`config.mk`:
```
export PLATFORM = sky130hd
export DESIGN_NAME = vga_grid_renderer
export DESIGN_NICKNAME = d
export VERILOG_FILES = /design/src/rtl/vga_grid_renderer.sv
export SDC_FILE = /design/constraint.sdc
export NUM_CORES = 1
export LEC_CHECK = 0
export ABC_CLOCK_PERIOD_IN_PS = 5400
export CORE_UTILIZATION = 58
export DETAILED_ROUTE_END_ITERATION = 10
export PLACE_DENSITY = 0.8
export SLEW_MARGIN = 25
export SYNTH_ARGS = -nofsm -noshare
export SYNTH_HDL_FRONTEND = slang
export SYNTH_SLANG_ARGS = --single-unit
```
`constraint.sdc`:
```
create_clock -name CLOCK_50 -period 5.4 [get_ports CLOCK_50]
set_input_delay 1.08 -clock CLOCK_50 [delete_from_list [all_inputs] [get_ports CLOCK_50]]
set_output_delay 1.08 -clock CLOCK_50 [all_outputs]
set_load 0.01 [all_outputs]
```
`src/rtl/vga_grid_renderer.sv`:
```
// Grid cell renderer: queues per-cell colour requests in a small FIFO and rasterises each
// cell, or a full-grid background clear, into a one-pixel-per-clock write stream.
module vga_grid_renderer #(
    parameter int                     COLS        = 12,
    parameter int                     ROWS        = 12,
    parameter int                     CELL_W      = 31,
    parameter int                     CELL_H      = 31,
    parameter int                     PITCH_X     = 33,
    parameter int                     PITCH_Y     = 33,
    parameter int                     X0          = 214,
    parameter int                     Y0          = 32,
    parameter int                     COLOR_DEPTH = 9,
    parameter logic [COLOR_DEPTH-1:0] BG_COLOR    = COLOR_DEPTH'(7),
    parameter int                     FIFO_DEPTH  = 4,
    localparam int COL_W = (COLS > 1) ? $clog2(COLS) : 1,
    localparam int ROW_W = (ROWS > 1) ? $clog2(ROWS) : 1
) (
    input  logic                   CLOCK_50,
    input  logic                   Reset,
    input  logic                   vga_sync,
    input  logic                   clear_req,
    input  logic                   req_valid,
    output logic                   req_ready,
    input  logic [COL_W-1:0]       req_col,
    input  logic [ROW_W-1:0]       req_row,
    input  logic [COLOR_DEPTH-1:0] req_color,
    output logic [9:0]             pix_x,
    output logic [8:0]             pix_y,
    output logic [COLOR_DEPTH-1:0] pix_color,
    output logic                   pix_write,
    output logic                   busy,
    output logic                   done,
    output logic                   req_err
);
    localparam int DX_W    = (CELL_W > 1) ? $clog2(CELL_W) : 1;
    localparam int DY_W    = (CELL_H > 1) ? $clog2(CELL_H) : 1;
    localparam int PTR_W   = $clog2(FIFO_DEPTH);
    localparam int ENTRY_W = COL_W + ROW_W + COLOR_DEPTH;

    typedef enum logic [2:0] {INIT_WAIT, IDLE, LOAD, DRAW, CLEAR} state_t;

    state_t                 state_reg, state_next;
    logic [COL_W-1:0]       col_reg, col_next;
    logic [ROW_W-1:0]       row_reg, row_next;
    logic [DX_W-1:0]        dx_reg, dx_next;
    logic [DY_W-1:0]        dy_reg, dy_next;
    logic [COLOR_DEPTH-1:0] color_reg, color_next;
    logic [9:0]             pix_x_reg, pix_x_next;
    logic [8:0]             pix_y_reg, pix_y_next;
    logic [COLOR_DEPTH-1:0] pix_color_reg, pix_color_next;
    logic                   pix_write_reg, pix_write_next;
    logic                   done_reg, done_next;
    logic                   req_err_reg, req_err_next;
    logic                   clear_pending_reg, clear_pending_next;

    logic [ENTRY_W-1:0]     fifo_mem [FIFO_DEPTH];
    logic [PTR_W:0]         wr_ptr_reg, rd_ptr_reg;
    logic [ENTRY_W-1:0]     head;
    logic                   full, empty, in_range, push, pop;
    logic                   emit, start_clear, cell_last, grid_last;

    // Pointers carry one extra wrap bit so full and empty are distinguishable.
    assign full      = (wr_ptr_reg[PTR_W] != rd_ptr_reg[PTR_W]) &&
                       (wr_ptr_reg[PTR_W-1:0] == rd_ptr_reg[PTR_W-1:0]);
    assign empty     = (wr_ptr_reg == rd_ptr_reg);
    assign req_ready = !full;
    assign in_range  = (int'(req_col) < COLS) && (int'(req_row) < ROWS);
    assign push      = req_valid && !full && in_range;
    assign head      = fifo_mem[rd_ptr_reg[PTR_W-1:0]];

    assign cell_last = (dx_reg == DX_W'(CELL_W - 1)) && (dy_reg == DY_W'(CELL_H - 1));
    assign grid_last = (col_reg == COL_W'(COLS - 1)) && (row_reg == ROW_W'(ROWS - 1));

    assign busy      = (state_reg == CLEAR) || (state_reg == LOAD) || (state_reg == DRAW);
    assign pix_x     = pix_x_reg;
    assign pix_y     = pix_y_reg;
    assign pix_color = pix_color_reg;
    assign pix_write = pix_write_reg;
    assign done      = done_reg;
    assign req_err   = req_err_reg;

    always_ff @(posedge CLOCK_50) begin
        if (push) begin
            fifo_mem[wr_ptr_reg[PTR_W-1:0]] <= {req_col, req_row, req_color};
        end
    end

    // Counters always hold the pixel currently presented on pix_*; emit registers the next one.
    always_comb begin
        state_next         = state_reg;
        col_next           = col_reg;
        row_next           = row_reg;
        dx_next            = dx_reg;
        dy_next            = dy_reg;
        color_next         = color_reg;
        clear_pending_next = clear_pending_reg;
        pix_x_next         = pix_x_reg;
        pix_y_next         = pix_y_reg;
        pix_color_next     = pix_color_reg;
        pix_write_next     = 1'b0;
        done_next          = 1'b0;
        req_err_next       = req_valid && !full && !in_range;
        pop                = 1'b0;
        emit               = 1'b0;
        start_clear        = 1'b0;

        if (clear_req && (state_reg != IDLE) && (state_reg != CLEAR)) begin
            clear_pending_next = 1'b1;
        end

        case (state_reg)
            INIT_WAIT: start_clear = vga_sync;
            IDLE: begin
                if (clear_pending_reg || clear_req) begin
                    start_clear = 1'b1;
                end else if (!empty) begin
                    pop = 1'b1;
                    state_next = LOAD;
                    {col_next, row_next, color_next} = head;
                    dx_next = '0;
                    dy_next = '0;
                end
            end
            LOAD: begin
                state_next = DRAW;
                emit = 1'b1;
            end
            DRAW, CLEAR: begin
                if (cell_last && (state_reg == DRAW || grid_last)) begin
                    state_next = IDLE;
                    done_next  = 1'b1;
                end else begin
                    emit = 1'b1;
                    if (dx_reg == DX_W'(CELL_W - 1)) begin
                        dx_next = '0;
                        dy_next = (dy_reg == DY_W'(CELL_H - 1)) ? '0 : dy_reg + 1'b1;
                    end else begin
                        dx_next = dx_reg + 1'b1;
                    end
                    if (cell_last) begin
                        if (col_reg == COL_W'(COLS - 1)) begin
                            col_next = '0;
                            row_next = row_reg + 1'b1;
                        end else begin
                            col_next = col_reg + 1'b1;
                        end
                    end
                end
            end
            default: state_next = INIT_WAIT;
        endcase

        if (start_clear) begin
            state_next         = CLEAR;
            col_next           = '0;
            row_next           = '0;
            dx_next            = '0;
            dy_next            = '0;
            color_next         = BG_COLOR;
            clear_pending_next = 1'b0;
            emit               = 1'b1;
        end

        if (emit) begin
            pix_write_next = 1'b1;
            pix_x_next     = 10'(X0 + int'(col_next) * PITCH_X + int'(dx_next));
            pix_y_next     = 9'(Y0 + int'(row_next) * PITCH_Y + int'(dy_next));
            pix_color_next = color_next;
        end
    end

    always_ff @(posedge CLOCK_50 or posedge Reset) begin
        if (Reset) begin
            state_reg         <= INIT_WAIT;
            col_reg           <= '0;
            row_reg           <= '0;
            dx_reg            <= '0;
            dy_reg            <= '0;
            color_reg         <= BG_COLOR;
            pix_x_reg         <= 10'(X0);
            pix_y_reg         <= 9'(Y0);
            pix_color_reg     <= BG_COLOR;
            pix_write_reg     <= 1'b0;
            done_reg          <= 1'b0;
            req_err_reg       <= 1'b0;
            clear_pending_reg <= 1'b0;
            wr_ptr_reg        <= '0;
            rd_ptr_reg        <= '0;
        end else begin
            state_reg         <= state_next;
            col_reg           <= col_next;
            row_reg           <= row_next;
            dx_reg            <= dx_next;
            dy_reg            <= dy_next;
            color_reg         <= color_next;
            pix_x_reg         <= pix_x_next;
            pix_y_reg         <= pix_y_next;
            pix_color_reg     <= pix_color_next;
            pix_write_reg     <= pix_write_next;
            done_reg          <= done_next;
            req_err_reg       <= req_err_next;
            clear_pending_reg <= clear_pending_next;
            if (push) wr_ptr_reg <= wr_ptr_reg + 1'b1;
            if (pop)  rd_ptr_reg <= rd_ptr_reg + 1'b1;
        end
    end
endmodule

```
# Word-level counts from Yosys, hierarchy flattened
# Memories as Yosys holds them, arrays and structs flattened.
# Cells that the tools add are included.
# W data, S select, Z words.
# word_totals
inputBits	22
latchBits	0
mem_count	1
rom_bits	0
word_cells	118
output_inout_bits	33
mem_bits_rw	68
register_bits	68
# classes
mul	2
n_eq_ne	17
magnitude_cmp	2
n_shift	0
addsub	10
div	0
reduce_logical	20
bitwise	0
mux	51
# memory_table
memory	words	width	rd	rd_ports_with_merged_regs	wr	line_no	text
fifo_mem	4	17	1	0	1	56	logic [ENTRY_W-1:0] fifo_mem [FIFO_DEPTH];
# ops
op	n
$mux W5	11
$mux W4	12
$mux W9	4
$pmux W5 S2	2
$pmux W4 S2	2
$mux W1	13
$mux W3	4
$ne A3 B3 Y1 const B	4
$pmux W3 S4	1
$add A10 B5 Y10	1
$add A5 B1 Y5 const B	2
$add A8 B10 Y10 const A	1
$eq A5 B5 Y1 const B	2
$logic_and A1 B1 Y1	10
$mul A4 B6 Y10 const B	1
$add A6 B9 Y9 const A	1
$add A9 B5 Y9	1
$mul A4 B6 Y9 const B	1
$add A4 B1 Y4 const B	2
$eq A4 B4 Y1 const B	2
$lt A4 B4 Y1 const B	2
$add A3 B1 Y3 const B	2
$eq A3 B2 Y1 const B	2
$logic_or A1 B1 Y1	4
13 further kinds	15

# Logic depth before layout (Yosys ltp)
# logic_depth
ltp_word	10
depth_mapped	22
ltp_nobuf	21

# Least setup slack after synthesis
# No wires, ideal clock.
# synth_path
path_type	input to register
start	input port clear_req
end	register pix_x_reg[8] (netlist: pix_x[8])
t_required_ns	5.275
setup_ns	0.125
arrival_ns	4.688
stages	18
path_slack_ns	0.587
cell_sequence	or2_2 > a311oi_4 > buf_4 > buf_2 > nand2_1 > a31oi_1 > inv_1 > ha_1 > fa_1 > ha_1 > fa_1 > a21oi_1 > nor2_1 > nor2_1 > nor2b_1 > o21ai_0 > xnor2_1 > mux2_2
# synth_via
elab_chain_len	7
elab_cells_between_ends	13
# synth_lines
element	line_no	text
start, declared	21	input logic clear_req,
$logic_or A1 B1 Y1 (*)	114	if (clear_pending_reg || clear_req) begin
$mux W4 / $mux W1 (equally long branches)	114	
$pmux W4 S2 / $pmux W1 S2 (equally long branches)	111	case (state_reg)
$mux W4 (*)	153	if (start_clear) begin
named net col_next[2]	43	logic [COL_W-1:0] col_reg, col_next;
$mul A4 B6 Y10 (*)	166	pix_x_next = 10'(X0 + int'(col_next) * PITCH_X + int'(dx_next));
$add A8 B10 Y10 (*)	166	
$add A10 B5 Y10 (*)	166	
end signal, assigned	180	pix_x_reg <= 10'(X0);
end signal, assigned	196	pix_x_reg <= pix_x_next;
end, declared	48	logic [9:0] pix_x_reg, pix_x_next;
# Mark *: on every way through the listed nets, which the timed path passes. The rest lies on a longest branch.
# A chain may end at the register's enable or synchronous reset.

# Worst setup path after layout
# Same ends and word-level chain as after synthesis.

==> flow_summary.yaml <==
min_path:
  hold_end: "pix_y[5]"
  hold_path.startpoint: "pix_y[5]"
  worst_hold_path_type: "reg -> reg"
  worstHoldPathCells: 2
routing:
  ant_nets: 0
  detail_route.vias_per_cell: 5.94
  vias: 4285
  wl_mm: 13.6
  remaining_drc_errors: 0
  dr.pass1.iters: 5
  drtIter0Drc: 255
  wire_per_inst_um: 18.9
setup_path:
  crit_required_ns: 5.71
  worstPathCellList: "clkdlybuf4s50_1, or2_2, a311o_1, nand2_2, nand2_1, a221o_1, nand2_1, inv_1, ha_1, fa_1, ha_1, fa_1, a21oi_1, nor2_1, nor2_1, nor2b_1, o21ai_0, xnor2_1, mux2_2"
  cp_max_fo: 4
  max_stage_delay_ns: 0.47
  timing.rr.end: "pix_x[8]"
  end_kind: "register"
  r2r_start: "dx_reg[0]"
  start_kind: "primary input"
  cp-startpoint: "clear_req"
  critPathKind: "in -> reg"
  reg2regPathDepth: 20
  rrSetupSlack_ns: 0.50
  slowest_stage: "fa_1"
  cp.arrival_ns: 5.28
logic_synthesis:
  synth.avg_cell_area_um2: 13.1
  synth_top_area_share_pct: 31.1
  yosys_register_bits: 136
  ys_async_sr_fraction_pct: 50.0
  yosysWarnings: 0
  ys_top_cells_by_area: "edfxtp_1 31%, dfrtp_1 21%, ha_1 6.9%, mux4_2 5.8%, dfstp_2 4.8%"
  ys_top_cells_by_count: "68 x edfxtp_1, 56 x dfrtp_1, 52 x nand2_1"
  syn_inst: 501
  synth.most_common_cell: "edfxtp_1"
  synth_nets: 563
  synth_edf_count: 68
  synth-seq-area-share_pct: 57.3
  post_synth_num_cell_types: 65
  synth_area_um2: 6560
  synth.largest_area_cell: "edfxtp_1"
  yosys_most_used_dff: "edfxtp_1"
grt:
  grt_max_degree: 47
  use_met1_pct: 30.6
  antenna_found_initial: 0
  grt_use_total_pct: 26.2
  grt_pass1_wl_mm: 22.3
  use_met3_pct: 7.11
  grt-ovfl-total: 0
  grt.busiest_layer: "met2"
  grt_pass1_vias: 4511
  use_met2_pct: 44.8
pwr:
  powerDensity_nw_per_um2: 418
  power_frac_seq_pct: 42.0
  sw_frac_of_total_pct: 29.5
  power.switching_uw: 965
  p_comb_share_pct: 24.9
  vdd_drop_max_v: 0.000286
  intPower_uw: 2310
  p_leak_uw: 0.00314
  clockPowerShare_pct: 33.1
layout:
  stdcell_count: 721
  antennaDiodeCount: 0
  multiInputGateArea_um2: 2610
  nNetsFinal: 630
  seqCellArea_um2: 3760
  fillCellCount: 743
  drive_gt1_share_pct: 18.6
  largest_reg_flops: 68
  fin_area_um2: 7830
  syn2layout_area_growth_pct: 19.4
cts:
  clock-sinks: 136
  clk_latency_ns: 0.42
  cts-hold-fix-buffers: 0
  ctsHtreeMaxLevel: 4
  numCtsBuffers: 17
  clkTransAtPathRegs_ns: 0.06
  cts_resized: 0
  cts_tree: "yes"
  post_cts_buffers: 0
  cts_root_buf: "clkbuf_16"
  cts_buffer_depth: 2
die:
  die-width_um: 108
  core_um2: 10900
  die_h_um: 108
  dieArea_um2: 11700
  io_pins: 55
  placementRows: 38
  initial_utilization_pct: 60.0
placed_design:
  placed_cell_area_um2: 7280
  dp_hpwl_mm: 9.27
  gp_congestion: 0.902
  port_buffers: 54
  dp_cells: 689
timing:
  timing.fmax_mhz: 201
  timing.final.crit_share_pct: 92.2
  hold_viol: 0
  max_slew_margin_pct: 37.1
  finalSetupViolCount: 0
  worst_pin_slew_ns: 0.944
  rsz0062_at_grt: "no"
  maxSlewViolCount: 0
  fin_skew_ns: 0.00748
  period_minus_slack_ns: 4.98
  tns_ns: 0
run_status:
  run_status: "finished, final reports clean"
flow_run:
  maxCapViolCount: 0
## metrics by stage
| step | total power (uW) | hold WS (ns) | utilization [%] | setup WS [ns] |
|---|---|---|---|---|
| after CTS | 3300 | 0.470 | 71.6 | 0.454 |
| after floorplan | 1920 | 0.468 | - | 0.587 |
| after global routing | 3470 | 0.476 | 71.6 | 0.0645 |
| after detailed placement | 2210 | 0.462 | 66.5 | 0.0170 |
| after global placement | 2170 | 0.451 | 66.5 | 0.113 |
| final | 3270 | 0.467 | 71.6 | 0.423 |
## cells by family after synthesis
group / count (synthesis) / share of synthesized area (%)
mux: 36 / 9.06
compound gates: 99 / 10.1
flops: 136 / 57.3
fa+ha+maj: 40 / 8.09
simple gates: 129 / 9.63
buf+inv: 43 / 3.05
xor+xnor: 18 / 2.75
## cell type report
class / instances / area share [%]
multi-input cells: 322 / 33.3
inverters: 22 / 1.05
clock inverters: 14 / 1.61
repair buffers: 69 / 8.34
well taps: 140 / 2.24
clock buffers: 18 / 5.48
flip-flops and latches: 136 / 48.0
## power by group through the flow
stage | sequential [uW] | combinational (uW) | clock [uW]
5_1_grt | 1390 | 926 | 1150
6_report | 1370 | 813 | 1080
2_1_floorplan | 1390 | 537 | 0
4_1_cts | 1380 | 827 | 1100
3_3_place_gp | 1380 | 795 | 0
3_5_place_dp | 1390 | 816 | 0
## layer usage
| layer | share of wire [%] | wire [um] |
|---|---|---|
| met1 | 41 | 5600 |
| met2 | 51 | 6960 |
| met3 | 5.0 | 679 |
| met4 | 2.8 | 381 |
| met5 | 0 | 0 |
## worst max-delay path by stage
stage	endpoint	depth (start not counted)
final	pix_x[8]	19
after global placement	pix_x[8]	19
after global routing	pix_x[9]	20
after detailed placement	pix_x[8]	19
after floorplan	pix_x[8]	18
after CTS	pix_x[8]	19
## cell usage in the layout (no fill, tap or decap), types with 4 or more instances in the layout
cell type / netlist / layout
clkdlybuf4s50_1: 0 / 54
nand2_1: 52 / 52
and2_1: 9 / 9
nor3_1: 5 / 5
o21ai_0: 26 / 26
edfxtp_1: 68 / 68
nand3_1: 11 / 11
a21oi_1: 28 / 28
and3_1: 5 / 5
a31oi_1: 5 / 5
xnor2_1: 8 / 8
dfstp_2: 12 / 12
clkinv_4: 0 / 4
nand3b_1: 4 / 4
nand2b_1: 4 / 4
o21ai_1: 4 / 4
nor2_1: 19 / 19
inv_1: 21 / 20
ha_1: 36 / 36
buf_4: 3 / 15
mux4_2: 17 / 17
dfrtp_1: 56 / 56
fa_1: 4 / 4
mux2_2: 17 / 17
a21o_1: 5 / 5
xor2_1: 7 / 7
clkbuf_16: 0 / 17
## critical path, delay by kind of cell
kind                     cells  cell delay, ns
adder cells (fa/ha/maj)      4            1.46
AND/OR/NAND/NOR              7            0.86
XOR/XNOR                     1            0.08
AO/OA/AOI/OAI                4            1.02
multiplexers                 1            0.26
buffers and inverters        2            0.51
Power figures use the tool's default switching activity.
